## config.mk

```make
export PLATFORM = sky130hd
export DESIGN_NAME = irq_ctrl
export DESIGN_NICKNAME = d
export VERILOG_FILES = /design/src/rtl/irq_ctrl_pkg.sv /design/src/rtl/irq_src_cell.sv /design/src/rtl/irq_ctrl.sv
export SDC_FILE = /design/constraint.sdc
export NUM_CORES = 1
export LEC_CHECK = 0
export BUFFER_PORTS_ARGS = -buffer_cell sky130_fd_sc_hd__clkbuf_2
export CORE_ASPECT_RATIO = 1.5
export CORE_MARGIN = 5
export CORE_UTILIZATION = 51
export DETAILED_ROUTE_END_ITERATION = 16
export PLACE_DENSITY_LB_ADDON = 0.2
export SLEW_MARGIN = 20
export SYNTH_ARGS = -nofsm -noshare
export SYNTH_HDL_FRONTEND = slang
export SYNTH_SLANG_ARGS = --single-unit
export TNS_END_PERCENT = 5
```

## constraint.sdc

```tcl
create_clock -name clk -period 2.2 [get_ports clk]
set_clock_uncertainty 0.05 [all_clocks]
set_input_delay 0.22 -clock clk [delete_from_list [all_inputs] [get_ports clk]]
set_output_delay 0.22 -clock clk [all_outputs]
set_load 0.02 [all_outputs]
```

## src/rtl/irq_ctrl_pkg.sv

```systemverilog
// Shared register offsets, limits and types for the interrupt aggregator.
// No logic and no latency; backpressure not applicable.
package irq_ctrl_pkg;

    localparam logic [2:0] IRQ_STATUS = 3'd0;
    localparam logic [2:0] IRQ_ENABLE = 3'd1;
    localparam logic [2:0] IRQ_MODE   = 3'd2;
    localparam logic [2:0] IRQ_ACTIVE = 3'd3;
    localparam logic [2:0] IRQ_VECTOR = 3'd4;
    localparam logic [2:0] IRQ_CTRL   = 3'd5;

    localparam int IRQ_MAX_SRC = 8;

    typedef logic [7:0] irq_vec_t;

    localparam irq_vec_t VECTOR_NONE = 8'h80;

endpackage

```

## src/rtl/irq_src_cell.sv

```systemverilog
// One interrupt source: optional sync (IRQ_CTRL_SYNC_EN), sample flop, edge detect, pending flop.
// Latency: src -> pending 1 clk level / 2 clk edge (+2 clk with IRQ_CTRL_SYNC_EN).
// No backpressure; an edge arriving with a clear in the same clk stays pending.
module irq_src_cell (
    input  logic clk,
    input  logic resb,
    input  logic src,
    input  logic mode,
    input  logic clr,
    input  logic mode_clr,
    output logic pending
);

    logic s_in;
    logic s;
    logic s_d;
    logic epend;

`ifdef IRQ_CTRL_SYNC_EN
    logic sync1;
    logic sync2;

    always_ff @(posedge clk or negedge resb) begin
        if (!resb) begin
            sync1 <= 1'b0;
            sync2 <= 1'b0;
        end else begin
            sync1 <= src;
            sync2 <= sync1;
        end
    end

    assign s_in = sync2;
`else
    assign s_in = src;
`endif

    // Leaving edge mode drops any latched edge so a later return to edge mode starts clean.
    always_ff @(posedge clk or negedge resb) begin
        if (!resb) begin
            s     <= 1'b0;
            s_d   <= 1'b0;
            epend <= 1'b0;
        end else begin
            s   <= s_in;
            s_d <= s;
            if (mode_clr)
                epend <= 1'b0;
            else if (mode && s && !s_d)
                epend <= 1'b1;
            else if (clr)
                epend <= 1'b0;
        end
    end

    assign pending = mode ? epend : s;

endmodule

```

## src/rtl/irq_ctrl.sv

```systemverilog
// Interrupt aggregator: register window, fixed lowest-index priority, active-low irq_n to the CPU.
// Latency: reads 1 clk; src edge -> irq_n 3 clk (5 clk with IRQ_CTRL_SYNC_EN defined).
// No backpressure; one register update per cpu_clken-qualified write strobe.
module irq_ctrl
    import irq_ctrl_pkg::*;
#(
    parameter int N_SRC = 8
) (
    input  logic             clk,
    input  logic             resb,
    input  logic             cpu_clken,
    input  logic             sel,
    input  logic             we,
    input  logic [2:0]       addr,
    input  logic [7:0]       din,
    output logic [7:0]       dout,
    input  logic [N_SRC-1:0] src,
    output logic             irq_n
);

    logic             wr;
    logic [N_SRC-1:0] enable_r;
    logic [N_SRC-1:0] mode_r;
    logic             gie_r;
    logic [N_SRC-1:0] pending;
    logic [N_SRC-1:0] clr;
    logic [N_SRC-1:0] mode_clr;

    irq_vec_t status8;
    irq_vec_t enable8;
    irq_vec_t mode8;
    irq_vec_t active8;
    irq_vec_t vector8;
    irq_vec_t rdata;
    logic [2:0] idx;
    logic       none;

    assign wr = sel & we & cpu_clken;

    for (genvar g = 0; g < N_SRC; g++) begin : g_src
        assign clr[g] = wr && (((addr == IRQ_STATUS) && din[g]) ||
                               ((addr == IRQ_VECTOR) && (din[2:0] == 3'(g))));
        assign mode_clr[g] = wr && (addr == IRQ_MODE) && mode_r[g] && !din[g];

        irq_src_cell u_cell (
            .clk      (clk),
            .resb     (resb),
            .src      (src[g]),
            .mode     (mode_r[g]),
            .clr      (clr[g]),
            .mode_clr (mode_clr[g]),
            .pending  (pending[g])
        );
    end

    // Scan from the top down so the lowest active index is the one left in idx.
    always_comb begin
        status8 = '0;
        enable8 = '0;
        mode8   = '0;
        status8[N_SRC-1:0] = pending;
        enable8[N_SRC-1:0] = enable_r;
        mode8[N_SRC-1:0]   = mode_r;
        active8 = status8 & enable8;
        idx = 3'd0;
        for (int i = IRQ_MAX_SRC - 1; i >= 0; i--) begin
            if (active8[i])
                idx = 3'(i);
        end
        none    = ~|active8;
        vector8 = none ? VECTOR_NONE : {1'b0, 4'b0000, idx};
        case (addr)
            IRQ_STATUS: rdata = status8;
            IRQ_ENABLE: rdata = enable8;
            IRQ_MODE:   rdata = mode8;
            IRQ_ACTIVE: rdata = active8;
            IRQ_VECTOR: rdata = vector8;
            IRQ_CTRL:   rdata = {7'b0, gie_r};
            default:    rdata = 8'h00;
        endcase
    end

    always_ff @(posedge clk or negedge resb) begin
        if (!resb) begin
            enable_r <= '0;
            mode_r   <= '0;
            gie_r    <= 1'b0;
            dout     <= 8'h00;
            irq_n    <= 1'b1;
        end else begin
            if (wr) begin
                case (addr)
                    IRQ_ENABLE: enable_r <= din[N_SRC-1:0];
                    IRQ_MODE:   mode_r   <= din[N_SRC-1:0];
                    IRQ_CTRL:   gie_r    <= din[0];
                    default:    ;
                endcase
            end
            dout  <= rdata;
            irq_n <= ~(gie_r & ~none);
        end
    end

endmodule

```

==> results of run 1 <==
[routing by layer]
layer	track usage [%]	routed length, um
met5	0	0
met4	8.30	153
met3	3.85	173
met2	32.3	2600
met1	21.1	2120
[layout make-up]
| type | instances | share of cell area (%) |
|---|---|---|
| clock buffers | 7 | 3.11 |
| clock inverters | 1 | 0.180 |
| inverters | 17 | 2.30 |
| multi-input cells | 140 | 35.6 |
| flip-flops and latches | 50 | 45.0 |
| well taps | 48 | 2.16 |
| repair buffers | 49 | 11.6 |
[stage by stage]
stage	hold WS [ps]	std cells	total power, mW	area, um^2
2_1_floorplan	-126	217	1.49	2350
3_3_place_gp	217	295	1.64	2600
3_5_place_dp	223	295	1.65	2600
4_1_cts	115	312	2.20	2780
5_1_grt	122	312	2.32	2780
6_report	114	312	2.18	2780
[cells by family (layout without fill, tap and decap cells)]
kind of cell / count (synthesis) / after routing / share of synthesized area, %
AOI/OAI and AO/OA: 63 / 63 / 18.1
and+or+nand+nor: 53 / 53 / 12.8
DFF: 50 / 50 / 53.2
buffers and inverters: 27 / 74 / 4.68
muxes: 24 / 24 / 11.2
[tightest hold or removal path, stage by stage]
cell      delay (ps)
clkbuf_2         110
nand2_1           50
o21ai_0           60
[registers in the layout, indices dropped and copies added (netlist names)]
| register | flops |
|---|---|
| gie_r | 1 |
| mode8 | 8 |
| g_src.u_cell.s_d | 8 |
| irq_n | 1 |
| g_src.u_cell.s | 8 |
| enable8 | 8 |
| g_src.u_cell.epend | 8 |
| dout | 8 |
[timing repair]
item	in CTS	in global routing
hold buffers	9	0
endpoints found under the hold margin	31	0
endpoints found under the setup margin	0	0
gates resized for setup	0	0
[Yosys cell counts (2+ instances only)]
library cell  count  share of area (%)
mux2_2           18                8.6
clkbuf_1          6               0.96
a32oi_1          10                3.7
a22oi_1           5                1.6
nand3_1           4               0.85
o31ai_1           2               0.64
dfrtp_1          49                 52
nand2b_1          4                1.1
nor3_1            2               0.43
a31oi_1           3               0.80
nor2_1            7                1.1
nand2_1          18                2.9
nand3b_1          8                2.6
buf_4             2               0.64
o211ai_1          2               0.64
inv_1            17                2.7
a21oi_1          10                2.1
o21ai_0          20                4.3
nor2_2            2               0.53
mux2i_1           6                2.6
[final timing paths]
check | startpoint | end | slack (ps) | cells past startpoint
hold reg to reg | g_src[2].u_cell.s$_DFF_PN0_ | g_src[2].u_cell.s_d$_DFF_PN0_ | 360 | 0
min in group asynchronous | resb | g_src[0].u_cell.s_d$_DFF_PN0_ | 410 | 2
setup reg to reg | mode8[6]$_DFFE_PN0P_ | dout[0]$_DFF_PN0_ | 520 | 5
max in group asynchronous | resb | mode8[2]$_DFFE_PN0P_ | 1130 | 3
hold / removal | din[3] | enable8[3]$_DFFE_PN0P_ | 110 | 3
setup / recovery | mode8[6]$_DFFE_PN0P_ | dout[0]$_DFF_PN0_ | 520 | 5
[placed cells by master, fill, tap and decap left out, drive strengths merged, types with 2 or more instances in the layout]
cell | synthesis | final
o32ai | 2 | 2
mux2i | 6 | 6
nand2b | 4 | 4
dlygate4sd3 | 0 | 9
nand3 | 4 | 4
a22oi | 5 | 5
or3b | 2 | 2
buf | 4 | 8
nor2 | 9 | 9
a21oi | 10 | 10
dfrtp | 49 | 49
clkbuf | 6 | 39
inv | 17 | 17
nand2 | 18 | 18
o31ai | 2 | 2
o211ai | 2 | 2
mux2 | 18 | 18
nand3b | 8 | 8
nor3 | 3 | 3
o21ai | 21 | 21
a32oi | 10 | 10
a31oi | 3 | 3
[power breakdown]
| group | switching, mW | leakage (nW) | total, mW | internal, mW |
|---|---|---|---|---|
| Sequential | 0.100 | 0.589 | 1.16 | 1.06 |
| Clock | 0.282 | 0.0482 | 0.536 | 0.254 |
| Combinational | 0.262 | 0.622 | 0.487 | 0.224 |
| Total | 0.645 | 1.26 | 2.18 | 1.53 |
==> results.yml, run 1 <==
worst_setup_path:
  critPathCaptureType: "register"
  crit_chain: "mux2i_1 > a2bb2oi_1 > nand3_1 > nor3_1 > o31ai_1"
  cp_slowest_cell: "dfrtp_1"
  cp_max_fo: 5
  critPathRequiredTime_ps: 2340
  cp.arrival_ps: 1820
  start_kind: "register"
  slowest_delay_ps: 420
  path_class: "register to register"
  worst-path-buf-inv: 0
  path_delay_family: "flip-flops"
yosys:
  avgSynthCellArea_um2: 10.8
  synth_warnings: 0
  post_synth_instance_area_um2: 2350
  synth_nets: 241
  synth_edf_count: 0
  ys_seq_area_share_pct: 53.2
  synth_cell_types: 42
  ys_ff_latch: 50
  synthCells: 217
  synth_flop_cell: "dfrtp_1"
  synth_async_sr_flop_share_pct: 100
power:
  ir_drop_mv: 0.435
  p_leak_nw: 1.26
  power.density_nw_per_um2: 784
sta:
  worstMarginPinSlew_ps: 646
  relSlewSlack_pct: 56.9
  clock.fmax_mhz: 596
  rsz0062_at_grt: "no"
  tns_ps: 0
  hold_violations: 0
  period_share_pct: 76.3
  final_max_slew_viol_count: 0
  period_minus_slack_ps: 1680
  timing.final.setup_violations: 0
  setup_ws_ps: 521
cells_and_area:
  fin_util_pct: 61.7
  synthToLayoutAreaGrowth_pct: 18.2
  drive_gt1_share_pct: 28.8
  area.sequential_um2: 1250
  finalNetCount: 287
  diodes: 0
  multi_input_area_um2: 990
  n_fill_cell: 396
floorplan:
  die_h_um: 93.2
  start_util_pct: 52.2
  core_area_um2: 4500
  row_count: 30
  fp.dieArea_um2: 6100
  ios: 33
  die_w_um: 65.5
grt:
  overflow: 0
  grt_pass1_wl_um: 8500
  grt_antenna_before_repair: 0
  grt_start_max_net_pins: 27
  grt_pass1_vias: 1776
  grt_usage_pct: 18.4
worst_hold_path:
  worst_hold_path_type: "input pin to register"
drt:
  drc: 0
  ant_nets: 0
  via_count: 1796
  first_pass_iters: 4
  routed_wl_um: 5050
  vias_per_cell: 5.76
  drt_iter0_markers: 101
  wl_per_cell_um: 16.2
run_status:
  outcome: "finished clean"
clock_network:
  clkSinkCount: 50
  htree_levels: 2
  cts.path.max_buffers: 2
  path_clk_slew_ps: 80
  cts-root-buf: "clkbuf_8"
  cts_setup_buffers: 0
  clock_latency_ps: 300
  cts_tree: "yes"
  numCtsBuffers: 5
placed_design:
  port-buffer-count: 32
  dp_slack_ps: 439
  hpwl_um: 3850
  routabilityCongestion: 0.856
flow_run:
  max_cap_viol_count: 0
No activity file was read; power rests on OpenSTA's default activity.
==> inputs of run 2 (changes only) <==
Settings changed: ABC_AREA set to 1.
Clock period 2.2 ns to 1.7 ns, I/O delays scaled along.
==> run 2 against run 1 <==
Effect of this change: sequential power is 25% higher; final cell count is 14% higher; register-to-register slack worse by 240 ps; non-clock buffer count is 6 lower; setup slack worse by 240 ps; routed wire length is 1.1% higher; power is 40% higher; critical endpoint is now dout[2]$_DFF_PN0_.
==> results.yml, run 2 <==
run_status:
  outcome: "finished clean"
yosys:
  synth_nets: 285
  synth_edf_count: 0
  synth_common_cells: "nand2_1 (66), dfrtp_1 (49), inv_1 (24), o21ai_1 (20), nor2_1 (17)"
  yosysMostFrequentCell: "nand2_1"
  post_synth_instance_area_um2: 2350
  synth_flop_cell: "dfrtp_1"
  netlist_top_cells_area: "dfrtp_1 (52%), nand2_1 (11%), o21ai_1 (4.3%), inv_1 (3.8%), a21oi_2 (3.4%)"
  avgSynthCellArea_um2: 9.00
  ys_ff_latch: 50
  synth_async_sr_flop_share_pct: 100
  ys_seq_area_share_pct: 53.3
  synth_warnings: 0
  synthCells: 261
  synth_cell_types: 33
  synth_top_area_share_pct: 52.2
  synth_top_area_cell: "dfrtp_1"
worst_setup_path:
  start_kind: "register"
  critPathCaptureType: "register"
  cp_max_fo: 4
  cp.arrival_ps: 1530
  critPathRequiredTime_ps: 1810
  path_class: "register to register"
cells_and_area:
  finalNetCount: 330
  layout_common_cells: "nand2_1 (66), dfrtp_1 (49), clkbuf_2 (32)"
  synthToLayoutAreaGrowth_pct: 18.6
  drive_gt1_share_pct: 22.8
  n_fill_cell: 423
  layout_commonest_cell: "nand2_1"
  diodes: 0
drt:
  first_pass_iters: 4
  drt_iter0_markers: 69
  wl_per_cell_um: 14.4
  drc: 0
  routed_wl_um: 5110
  ant_nets: 0
  via_count: 1949
  vias_per_cell: 5.49
floorplan:
  fp.dieArea_um2: 6090
  row_count: 30
  die_h_um: 93.1
  ios: 33
  core_area_um2: 4500
  start_util_pct: 52.2
  die_w_um: 65.4
clock_network:
  htree_levels: 2
  clock_latency_ps: 300
  numCtsBuffers: 5
  cts_tree: "yes"
  clkSinkCount: 50
  post_cts_resized: 0
  cts.path.max_buffers: 2
  cts-root-buf: "clkbuf_8"
  path_clk_slew_ps: 100
sta:
  period_share_pct: 83.7
  tns_ps: 0
  clock.fmax_mhz: 703
  hold_violations: 0
  final_max_slew_viol_count: 0
  timing.final.setup_violations: 0
  worstMarginPinSlew_ps: 538
  rsz0062_at_grt: "no"
  period_minus_slack_ps: 1420
  relSlewSlack_pct: 64.2
power:
  ir_drop_mv: 0.852
  power_mw: 3.04
  power.density_nw_per_um2: 1090
  p_leak_nw: 1.35
grt:
  grt_pass1_wl_um: 8550
  grt_start_max_net_pins: 32
  grt_pass1_vias: 1849
  overflow: 0
  grt_antenna_before_repair: 0
  grt_usage_pct: 18.1
placed_design:
  port-buffer-count: 32
  hpwl_um: 3730
  routabilityCongestion: 0.862
worst_hold_path:
  worst_hold_path_type: "input pin to register"
flow_run:
  max_cap_viol_count: 0
-- run 2: metrics by stage --
stage	hold WS (ps)	std cells	util, %	worst slack (ps)	cell area, um^2
5_1_grt	103	355	61.9	87.8	2790
6_report	77.6	355	61.9	278	2790
2_1_floorplan	-176	261	-	514	2350
3_3_place_gp	118	338	56.7	325	2550
3_5_place_dp	126	338	56.7	279	2550
4_1_cts	79.4	355	61.9	282	2790
-- run 2: final timing paths --
| kind | slack, ps | cells past startpoint | start | endpoint |
|---|---|---|---|---|
| setup / recovery | 280 | 8 | mode8[6]$_DFFE_PN0P_ | dout[2]$_DFF_PN0_ |
| hold / removal | 80 | 3 | din[7] | enable8[7]$_DFFE_PN0P_ |
| setup reg to reg | 280 | 8 | mode8[6]$_DFFE_PN0P_ | dout[2]$_DFF_PN0_ |
| hold reg to reg | 330 | 0 | g_src[7].u_cell.s$_DFF_PN0_ | g_src[7].u_cell.s_d$_DFF_PN0_ |
| max in group asynchronous | 710 | 3 | resb | enable8[1]$_DFFE_PN0P_ |
| min in group asynchronous | 320 | 2 | resb | g_src[7].u_cell.s_d$_DFF_PN0_ |
-- run 2: final cells by class --
type / count / area (um^2) / area share [%]
sequential: 50 / 1250 / 44.9
multi-input combinational: 176 / 941 / 33.8
timing repair buffer: 43 / 278 / 9.97
inverter: 30 / 113 / 4.04
clock buffer: 6 / 82.6 / 2.96
clock inverter: 2 / 60.1 / 2.16
tap: 48 / 60.1 / 2.16
-- run 2: report_power, final --
group | internal, mW | leakage, nW | switching [mW] | total [mW]
registers | 1.35 | 0.582 | 0.102 | 1.45
logic | 0.216 | 0.700 | 0.372 | 0.589
clock network | 0.627 | 0.0714 | 0.377 | 1.00
total | 2.19 | 1.35 | 0.852 | 3.04
-- run 2: worst max-delay path, stage by stage (launching register included) --
cell and delay, ps:
dfrtp_1 420, inv_1 100, nand2_1 90, nand3_1 120, o21ai_1 130, nor2_1 190
nor2_1 60, nand2_1 60, nand4_1 80
-- run 2: timing repair --
item | 4_1_cts | 5_1_grt
setup buffers | 0 | 0
endpoints found under the hold margin | 26 | 0
hold buffers | 9 | 0
-- run 2: kinds of logic after synthesis --
| group | after synthesis | synth area share, % |
|---|---|---|
| and+or+nand+nor | 118 | 23.8 |
| AOI/OAI and AO/OA | 58 | 16.2 |
| DFF | 50 | 53.3 |
| buffers and inverters | 35 | 6.66 |
-- run 2: routing by layer --
layer  track usage [%]  wire length [um]  vias to the layer above
met3              3.97               200                       11
met1              23.0              2240                      932
met2              29.5              2570                       46
met5                 0                 0                        -
li1                  -                 -                      960
met4              7.27                91                        0
==> inputs of run 3 (changes only) <==
Clock period 1.7 ns to 1.1 ns, I/O delays scaled along.
==> run 3 against run 2 <==
Effect of this change: the flow now finishes with violations (setup timing); core utilization is 14 points higher; critical path depth is the same; sequential share of layout area down 8.3 points; maximum frequency increased by 14%; setup slack lost 430 ps; clock-buffer cell count stayed put; final cell count is 19% higher; combinational power grew to 2.6 times the previous value; first-iteration DRC count is 58% higher; clock power increased by 28%; critical endpoint unchanged; highest routed layer unchanged.
==> results.yml, run 3 (synthesis gave the netlist of run 2 again) <==
floorplan:
  fp.dieArea_um2: 6090
  start_util_pct: 52.2
  die_h_um: 93.1
  row_count: 30
  die_w_um: 65.4
  core_area_um2: 4500
  ios: 33
drt:
  via_count: 2221
  wl_met1_um: 2360
  wl_met2_um: 3330
  wl_per_cell_um: 14.6
  first_pass_iters: 4
  top_layer: "met4"
  drc: 0
  routed_wl_um: 6180
  dr_wl_met3_um: 277
  drt_iter0_markers: 109
  ant_nets: 0
  vias_per_cell: 5.26
worst_setup_path:
  ff2ff_path_depth: 8
  rr_endpoint: "dout[2]$_DFF_PN0_"
  startpoint: "g_src[4].u_cell.s$_DFF_PN0_"
  r2r_slack_ps: -150
  slowest_delay_ps: 420
  crit_chain: "nand2_2 > nand2_2 > nand2_2 > nand2_2 > nor2_2 > nor2_1 > nand2_1 > nand4_1"
  critPathCaptureType: "register"
  start_kind: "register"
  cp_max_fo: 3
  timing.rr.start: "g_src[4].u_cell.s$_DFF_PN0_"
  cp_slowest_cell: "dfrtp_1"
  critPathRequiredTime_ps: 1230
  cp_common_cell: "nand2_2"
  path_class: "register to register"
  cp.arrival_ps: 1380
worst_hold_path:
  worst_hold_path_type: "input pin to register"
  hold_start: "din[7]"
  hold_depth: 3
  holdPathEnd: "enable8[7]$_DFFE_PN0P_"
cells_and_area:
  layout_commonest_cell: "buf_4"
  n_fill_cell: 344
  fin_cells: 422
  area.sequential_um2: 1250
  diodes: 0
  layout_common_cells: "buf_4 (65), dfrtp_1 (48), nand2_1 (47)"
  synthToLayoutAreaGrowth_pct: 45.5
  drive_gt1_share_pct: 46.3
  multi_input_area_um2: 1070
  fin_util_pct: 75.9
  finalNetCount: 397
clock_network:
  cts.path.max_buffers: 2
  htree_levels: 2
  cts_tree: "yes"
  numCtsBuffers: 5
  clock_latency_ps: 310
  path_clk_slew_ps: 90
  clkSinkCount: 50
  cts-root-buf: "clkbuf_8"
placed_design:
  dp.cells: 394
  routabilityCongestion: 0.911
  port-buffer-count: 32
  hpwl_um: 4490
grt:
  grt_pass1_wl_um: 10300
  grt_pass1_vias: 2297
  grt_usage_pct: 22.4
  grt_antenna_before_repair: 0
  overflow: 0
  grt_start_max_net_pins: 17
power:
  power.density_nw_per_um2: 1490
  p_leak_nw: 1.68
  ir_drop_mv: 1.16
sta:
  hold_violations: 0
  final_max_slew_viol_count: 0
  period_minus_slack_ps: 1250
  relSlewSlack_pct: 74.0
  period_share_pct: 113
  timing.final.setup_violations: 8
  rsz0062_at_grt: "yes"
  worstMarginPinSlew_ps: 390
  setup_ws_ps: -148
  clock.fmax_mhz: 801
run_status:
  outcome: "complete, but fails checks"
  failed_checks: "setup timing"
flow_run:
  max_cap_viol_count: 0
## run 3: cell types whose count changed in the layout (fill, tap and decap cells not counted), moves of 4 or more
cell	previous run	this run
nor2_1	17	13
buf_4	1	65
nand2_2	2	19
nand2_1	66	47
inv_1	24	18
inv_2	6	12
nor3_1	5	1
## run 3: critical path, delay by kind of cell (launching register included)
| kind | cells | cell delay, ps |
|---|---|---|
| and+or+nand+nor | 8 | 650 |
| DFF | 1 | 420 |
## run 3: where the power goes
group,leakage (nW),switching (mW),internal (mW)
combinational,1.05,0.788,0.771
clock,0.0514,0.602,0.679
sequential,0.580,0.165,2.09
total,1.68,1.55,3.54
## run 3: area by class of cell
cell class                      instances  area share, %
Inverter                               30           3.29
Sequential cell                        50           36.7
Multi-Input combinational cell        176           31.4
Tap cell                               48           1.76
Clock inverter                          2           1.10
Clock buffer                            6           2.12
Timing Repair Buffer                  110           23.7
## run 3: repair_timing
action                     4_1_cts  5_1_grt
setup buffers                    3        7
hold buffers                    10        0
gates resized for setup         27       18
setup endpoints to repair        8       11
cloned                           0        0
pin swaps                        9       11
hold endpoints to repair        51        0
## run 3: worst max path at each step
stage | endpoint | slack [ps] | depth (start not counted)
floorplan | dout[0]$_DFF_PN0_ | -60 | 9
global placement | dout[1]$_DFF_PN0_ | -180 | 8
detailed placement | dout[2]$_DFF_PN0_ | -200 | 8
CTS | dout[1]$_DFF_PN0_ | -120 | 8
global route | dout[1]$_DFF_PN0_ | -280 | 8
finish | dout[2]$_DFF_PN0_ | -150 | 8
## run 3: layer usage
metal | GRT usage (%) | vias to the layer above
met2 | 40.7 | 52
met3 | 4.81 | 19
met4 | 10.4 | 0
met1 | 24.2 | 1052
li1 | - | 1098
met5 | 0 | -
## run 3: per-stage QoR
step / hold WS (ps) / power (mW) / worst slack, ps / area, um^2 / setup TNS [ps]
after floorplan: -236 / 2.87 / -61.9 / 2360 / -200
after global placement: -3.24 / 3.47 / -179 / 2990 / -1980
after detailed placement: -2.23 / 3.51 / -202 / 2990 / -2540
after CTS: 18.8 / 4.97 / -122 / 3310 / -480
after global routing: 24.6 / 5.40 / -280 / 3420 / -1650
final: 29.1 / 5.09 / -148 / 3420 / -739
